--- src/rtl/ntt_bypass_pkg.sv ---
// Shared types and helpers for the NTT CT-butterfly bypass stand-in.
package ntt_bypass_pkg;

    typedef enum logic [1:0] {
        BYP_PASS = 2'd0,
        BYP_REV2 = 2'd1,
        BYP_TAG  = 2'd2,
        BYP_RSVD = 2'd3
    } bypass_mode_e;

    // Bit-reverse the low 'width' bits of idx.
    function automatic int rev_idx(input int idx, input int width);
        int r;
        r = 0;
        for (int b = 0; b < width; b++) begin
            r = r | (((idx >> b) & 1) << (width - 1 - b));
        end
        return r;
    endfunction

endpackage

--- src/rtl/ntt_bypass_delay_line.sv ---
// Per-stage-enabled shift register; RST_MODE 0 = no reset, 1 = reset to 0, 2 = reset to all-ones.
module ntt_bypass_delay_line #(
    parameter int WIDTH    = 1,
    parameter int DEPTH    = 1,
    parameter int RST_MODE = 1
) (
    input  logic                         clk,
    input  logic                         rst,
    input  logic [DEPTH-1:0]             en_i,
    input  logic [WIDTH-1:0]             d_i,
    output logic [DEPTH-1:0][WIDTH-1:0]  stg_o
);

    logic [DEPTH-1:0][WIDTH-1:0] stg_q, stg_d;

    // A stage only moves when its incoming slot is marked valid.
    always_comb begin
        stg_d = stg_q;
        if (en_i[0]) stg_d[0] = d_i;
        for (int k = 1; k < DEPTH; k++) begin
            if (en_i[k]) stg_d[k] = stg_q[k-1];
        end
    end

    generate
        if (RST_MODE == 0) begin : g_nrst
            logic unused_rst;
            assign unused_rst = rst;
            always_ff @(posedge clk) stg_q <= stg_d;
        end else begin : g_rst
            localparam logic [WIDTH-1:0] RST_VAL = (RST_MODE == 2) ? '1 : '0;
            always_ff @(posedge clk or posedge rst) begin
                if (rst) stg_q <= {DEPTH{RST_VAL}};
                else     stg_q <= stg_d;
            end
        end
    endgenerate

    assign stg_o = stg_q;

endmodule

--- src/rtl/ntt_radix_ct_bypass_pipe.sv ---
// Radix CT butterfly stand-in: lane permute/tag transform carried through a LATENCY-deep pipe.
// Define NTT_CT_BYPASS_GATE_EN to load data/side stages only on valid and zero xf_a when idle.
module ntt_radix_ct_bypass_pipe
    import ntt_bypass_pkg::*;
#(
    parameter int            R          = 8,
    parameter int            OP_W       = 32,
    parameter logic [OP_W:0] MOD_M      = ((OP_W+1)'(1) << OP_W) - ((OP_W+1)'(1) << (OP_W/2)) + (OP_W+1)'(1),
    parameter int            OMG_SEL_NB = 2,
    parameter int            SIDE_W     = 0,
    parameter int            RST_SIDE   = 0,
    parameter int            LATENCY    = 1,
    localparam int           OMG_SEL_W  = (OMG_SEL_NB == 1) ? 1 : $clog2(OMG_SEL_NB),
    localparam int           CNT_W      = $clog2(LATENCY + 1),
    localparam int           SW         = (SIDE_W > 0) ? SIDE_W : 1
) (
    input  logic                             clk,
    input  logic                             a_rst,
    input  logic [R*OP_W-1:0]                xt_a,
    input  logic [(R-1)*OP_W-1:0]            phi_a,
    input  logic [OMG_SEL_NB*(R/2)*OP_W-1:0] omg_a,
    input  logic [OMG_SEL_W-1:0]             omg_sel,
    input  logic [1:0]                       mode,
    input  logic                             in_avail,
    input  logic [SW-1:0]                    in_side,
    output logic [R*OP_W-1:0]                xf_a,
    output logic                             out_avail,
    output logic [SW-1:0]                    out_side,
    output logic [CNT_W-1:0]                 inflight,
    output logic                             err
);

    localparam int LOG_R = $clog2(R);
    localparam logic [OMG_SEL_W:0] NB_C = (OMG_SEL_W+1)'(OMG_SEL_NB);
    localparam int SIDE_RST = ((RST_SIDE & 1) != 0) ? 1 : (((RST_SIDE & 2) != 0) ? 2 : 0);

    logic [R-1:0][OP_W-1:0]            lane_in, xfm;
    logic [OP_W:0]                     sum;
    logic [LATENCY-1:0][0:0]           vld_stg;
    logic [LATENCY-1:0][R*OP_W-1:0]    data_stg;
    logic [LATENCY-1:0][SW-1:0]        side_stg;
    logic [LATENCY-1:0]                data_en;
    logic [CNT_W-1:0]                  cnt_q, cnt_d;
    logic                              err_q, err_d;
    logic                              unused_roots;

    assign unused_roots = ^{phi_a, omg_a};
    assign lane_in      = xt_a;

    // Tag mode relies on inputs < MOD_M, so one conditional subtract suffices.
    always_comb begin
        xfm = lane_in;
        sum = '0;
        for (int i = 0; i < R; i++) begin
            unique case (bypass_mode_e'(mode))
                BYP_REV2: xfm[i] = lane_in[LOG_R'(rev_idx(i, LOG_R))];
                BYP_TAG: begin
                    sum = {1'b0, lane_in[i]} + (OP_W+1)'(i);
                    if (sum >= MOD_M) sum = sum - MOD_M;
                    xfm[i] = sum[OP_W-1:0];
                end
                default: xfm[i] = lane_in[i];
            endcase
        end
    end

    ntt_bypass_delay_line #(.WIDTH(1), .DEPTH(LATENCY), .RST_MODE(1)) u_vld (
        .clk(clk), .rst(a_rst), .en_i({LATENCY{1'b1}}), .d_i(in_avail), .stg_o(vld_stg)
    );

`ifdef NTT_CT_BYPASS_GATE_EN
    always_comb begin
        data_en[0] = in_avail;
        for (int k = 1; k < LATENCY; k++) data_en[k] = vld_stg[k-1][0];
    end
    assign xf_a = out_avail ? data_stg[LATENCY-1] : '0;
`else
    logic unused_vld;
    assign unused_vld = ^vld_stg;
    assign data_en    = '1;
    assign xf_a       = data_stg[LATENCY-1];
`endif

    ntt_bypass_delay_line #(.WIDTH(R*OP_W), .DEPTH(LATENCY), .RST_MODE(1)) u_data (
        .clk(clk), .rst(a_rst), .en_i(data_en), .d_i(xfm), .stg_o(data_stg)
    );

    ntt_bypass_delay_line #(.WIDTH(SW), .DEPTH(LATENCY), .RST_MODE(SIDE_RST)) u_side (
        .clk(clk), .rst(a_rst), .en_i(data_en), .d_i(in_side), .stg_o(side_stg)
    );

    assign out_avail = vld_stg[LATENCY-1][0];
    assign out_side  = side_stg[LATENCY-1];

    always_comb begin
        cnt_d = cnt_q;
        if (in_avail && !out_avail)      cnt_d = cnt_q + CNT_W'(1);
        else if (!in_avail && out_avail) cnt_d = cnt_q - CNT_W'(1);
        err_d = err_q | (in_avail & (({1'b0, omg_sel} >= NB_C) | (mode == BYP_RSVD)));
    end

    always_ff @(posedge clk or posedge a_rst) begin
        if (a_rst) begin
            cnt_q <= '0;
            err_q <= 1'b0;
        end else begin
            cnt_q <= cnt_d;
            err_q <= err_d;
        end
    end

    assign inflight = cnt_q;
    assign err      = err_q;

endmodule

--- config.mk ---
export PLATFORM = sky130hd
export DESIGN_NAME = ntt_radix_ct_bypass_pipe
export DESIGN_NICKNAME = d
export VERILOG_FILES = /design/src/rtl/ntt_bypass_pkg.sv /design/src/rtl/ntt_bypass_delay_line.sv /design/src/rtl/ntt_radix_ct_bypass_pipe.sv
export SDC_FILE = /design/constraint.sdc
export NUM_CORES = 1
export LEC_CHECK = 0
export ABC_AREA = 0
export BUFFER_PORTS_ARGS = -buffer_cell sky130_fd_sc_hd__buf_2
export CAP_MARGIN = 20
export CORE_AREA = 4 4 383 385
export CTS_CLUSTER_DIAMETER = 60
export CTS_CLUSTER_SIZE = 16
export DETAILED_ROUTE_END_ITERATION = 10
export DIE_AREA = 0 0 387 389
export PLACE_DENSITY_LB_ADDON = 0.12
export SYNTH_ARGS = -nofsm -noshare
export SYNTH_HDL_FRONTEND = slang
export SYNTH_SLANG_ARGS = --single-unit
--- constraint.sdc ---
create_clock -name clk -period 9.6 [get_ports clk]
set_input_delay 2.88 -clock clk [delete_from_list [all_inputs] [get_ports clk]]
set_output_delay 2.88 -clock clk [all_outputs]
set_load 0.01 [all_outputs]
==> flow_metrics.py <==
metrics = {
    "clock_network": {
        "h-tree-depth": 2,
        "cts_max_path_buffers": 3,
        "clk_pin_slew_worst_paths_ns": 0.05,
        "cts_buffers": 49,
        "cts_root_buffer": "clkbuf_16",
        "cts_tree": "built",
        "hold_buffers": 0,
        "cts_setup_buffers": 0,
        "clkLatencyLatePin_ns": 0.63,
        "clock-sinks": 260,
        "cts_resized": 0,
    },
    "detailed_routing": {
        "initialDrtViolationCount": 1469,
        "drt-vias-per-instance": 4.40,
        "vias": 21593,
        "routed_wl_mm": 113,
        "drc": 0,
        "firstDrtPassIters": 7,
        "wire_per_inst_um": 23.1,
        "ant_nets": 0,
    },
    "timing": {
        "drv_slew": 0,
        "setup_viol_count_final": 0,
        "hold_viol": 0,
        "relSlewSlack": 0.321,
        "worst_slew_pin_slew_ns": 1.01,
        "fin_crit_ns": 6.85,
        "rsz0062_at_grt": "no",
        "skew_ns": 0.0000744,
        "clock.fmax_mhz": 146,
        "fin_tns_setup_ns": 0,
        "fin_crit_sh": 0.713,
    },
    "pwr": {
        "power_density_mw_per_mm2": 142,
        "ir_worst_vdd_v": 0.000121,
        "total_leakage_power_nw": 10.3,
    },
    "layout": {
        "fin_util": 0.184,
        "syn2layout_area_growth_pct": 32.0,
        "fin_nets": 3732,
        "drive_gt1_frac": 0.231,
    },
    "synth": {
        "syn_area_mm2": 0.0200,
        "ys_ff_latch": 260,
        "async_flop_share": 0.996,
        "syn_avg_cell_area_um2": 7.93,
        "yosys_most_used_dff": "dfrtp_1",
        "syn_nets": 3288,
        "yosysWarnings": 0,
        "ys_seq_area_frac": 0.326,
        "synth_edf_count": 0,
        "syn_inst": 2516,
        "yosys.cell_types.count": 98,
    },
    "worst_setup_path": {
        "cp.required_ns": 10.09,
        "endpoint_kind": "flip-flop",
        "slowest_stage": "nor4b_1",
        "slowest_delay_ns": 0.80,
        "cp_max_fo": 9,
        "path_cells": "buf_2 > ha_1 > nand2_1 > nor4_2 > a21oi_1 > nor3_1 > nor4b_1 > o2111ai_2 > a21oi_1 > nor4bb_1 > o21ai_1 > xnor2_1",
        "arrival_ns": 7.34,
        "crit_buf_inv": 1,
        "critPathLaunchType": "input pin",
        "worstSetupPathType": "in2reg",
        "crit_path_frequent_cell": "a21oi_1",
        "critical-path-top-delay-family": "simple AND/OR/NAND/NOR gates",
    },
    "die": {
        "core_area_mm2": 0.143,
        "rows": 139,
        "start_util": 0.139,
        "die_w_um": 387,
        "ioPinCount": 1003,
        "fp.dieH_um": 389,
        "die-area_mm2": 0.151,
    },
    "global_routing": {
        "track_usage": 0.145,
        "grt_max_degree": 128,
        "grt_overflow": 0,
        "grt_pass1_vias": 21790,
        "grt_antenna_before_repair": 31,
        "grt_pass1_wl_mm": 163,
    },
    "placement": {
        "place_congestion": 0.837,
        "numPortBuffers": 521,
        "hpwl_mm": 90.1,
    },
    "run": {
        "drv_cap": 0,
    },
    "worst_hold_path": {
        "hold_class": "reg2reg",
    },
    "outcome": {
        "status": "finished, final reports clean",
    },
}
## worst reg2reg max path, stage by stage, from the launching register on
cell and delay, ns:
dfrtp_1 0.40, xnor2_1 0.14, xnor2_1 0.12
## state kept, by name, summed over array words and instances (netlist names)
name and count:
err 1, u_side.stg_o 1, inflight 1, u_vld.stg_o 1, u_data.stg_o 256
## synthesized netlist by cell type (all sizes together), types with 54 or more instances
cell,instances,share of area
nand2,295,0.055
xnor2,118,0.052
nor3,123,0.031
nand4,88,0.028
nor2,158,0.030
a21oi,109,0.027
nand3,130,0.033
xor2,68,0.030
inv,75,0.014
and3,54,0.017
dfrtp,259,0.32
clkbuf,134,0.025
o21ai,179,0.045
## power by group
| part | internal, mW | total, mW | switching [mW] |
|---|---|---|---|
| combinational | 0.216 | 0.682 | 0.467 |
| sequential | 1.17 | 1.21 | 0.0360 |
| clock | 1.13 | 1.85 | 0.716 |
## placed cells by master, fill, tap and decap left out, drive strengths merged, types with 23 or more instances in the layout
cell type and count:
buf 554, nand2 295, dfrtp 259, o21ai 179, nor2 158, nand3 130
nor3 123, xnor2 118, a21oi 109, nand4 88, inv 88, xor2 68
clkbuf 56, and3 54, nor4 49, mux2i 38, nand2b 36, a31oi 36
o31ai 35, or3 31, a22oi 31, ha 29, and4 28, nor2b 27
o22ai 23
## final timing paths
kind / to / from / depth (start not counted) / slack (ns)
min: err / err / 1 / 0.46
max: u_data.stg_o[41] / xt_a[33] / 12 / 2.75
max in group asynchronous: u_data.stg_o[202] / a_rst / 3 / 6.14
min in group asynchronous: u_data.stg_o[190] / a_rst / 2 / 2.30
min reg2reg: err / err / 1 / 0.46
max reg2reg: inflight / u_vld.stg_o / 2 / 8.83
## routing by layer
metal | track usage | part of all wire | wire (um)
met5 | 0 | 0.00061 | 69
met4 | 0.0269 | 0.019 | 2110
met3 | 0.0512 | 0.090 | 10200
met2 | 0.216 | 0.42 | 47200
met1 | 0.202 | 0.47 | 53800
## per-stage QoR
stage                     power [mW]  hold slack, ns  area [um^2]  worst slack [ns]  instances
final                           3.74           0.459        26300              2.75       4909
after floorplan                 1.55           0.493        20000              3.13       2516
after global placement          1.93           0.442        24600              2.09       4811
after detailed placement        1.92           0.449        24600              2.15       4811
after CTS                       3.86           0.466        26300              2.84       4901
after global routing            3.95           0.473        26300              2.22       4903
## cells by family (layout without fill, tap and decap cells)
group,count (synthesis),count (layout),synth area share
other cells,0,7,0
mux,42,42,0.0213
compound gates,627,627,0.210
buf+inv,237,720,0.0460
simple gates,1135,1135,0.297
xor+xnor,186,186,0.0816
fa+ha+maj,29,29,0.0182
flops,260,260,0.326
## cell type report
| cell class | count | area (um^2) |
|---|---|---|
| Fill cell | 16231 | 117000 |
| Multi-Input combinational cell | 2019 | 12600 |
| Sequential cell | 260 | 6500 |
| Timing Repair Buffer | 554 | 2880 |
| Tap cell | 1903 | 2380 |
| Clock buffer | 56 | 1310 |
| Clock inverter | 34 | 405 |
| Inverter | 76 | 292 |
| Antenna cell | 7 | 17.5 |
Power figures use the tool's default switching activity.
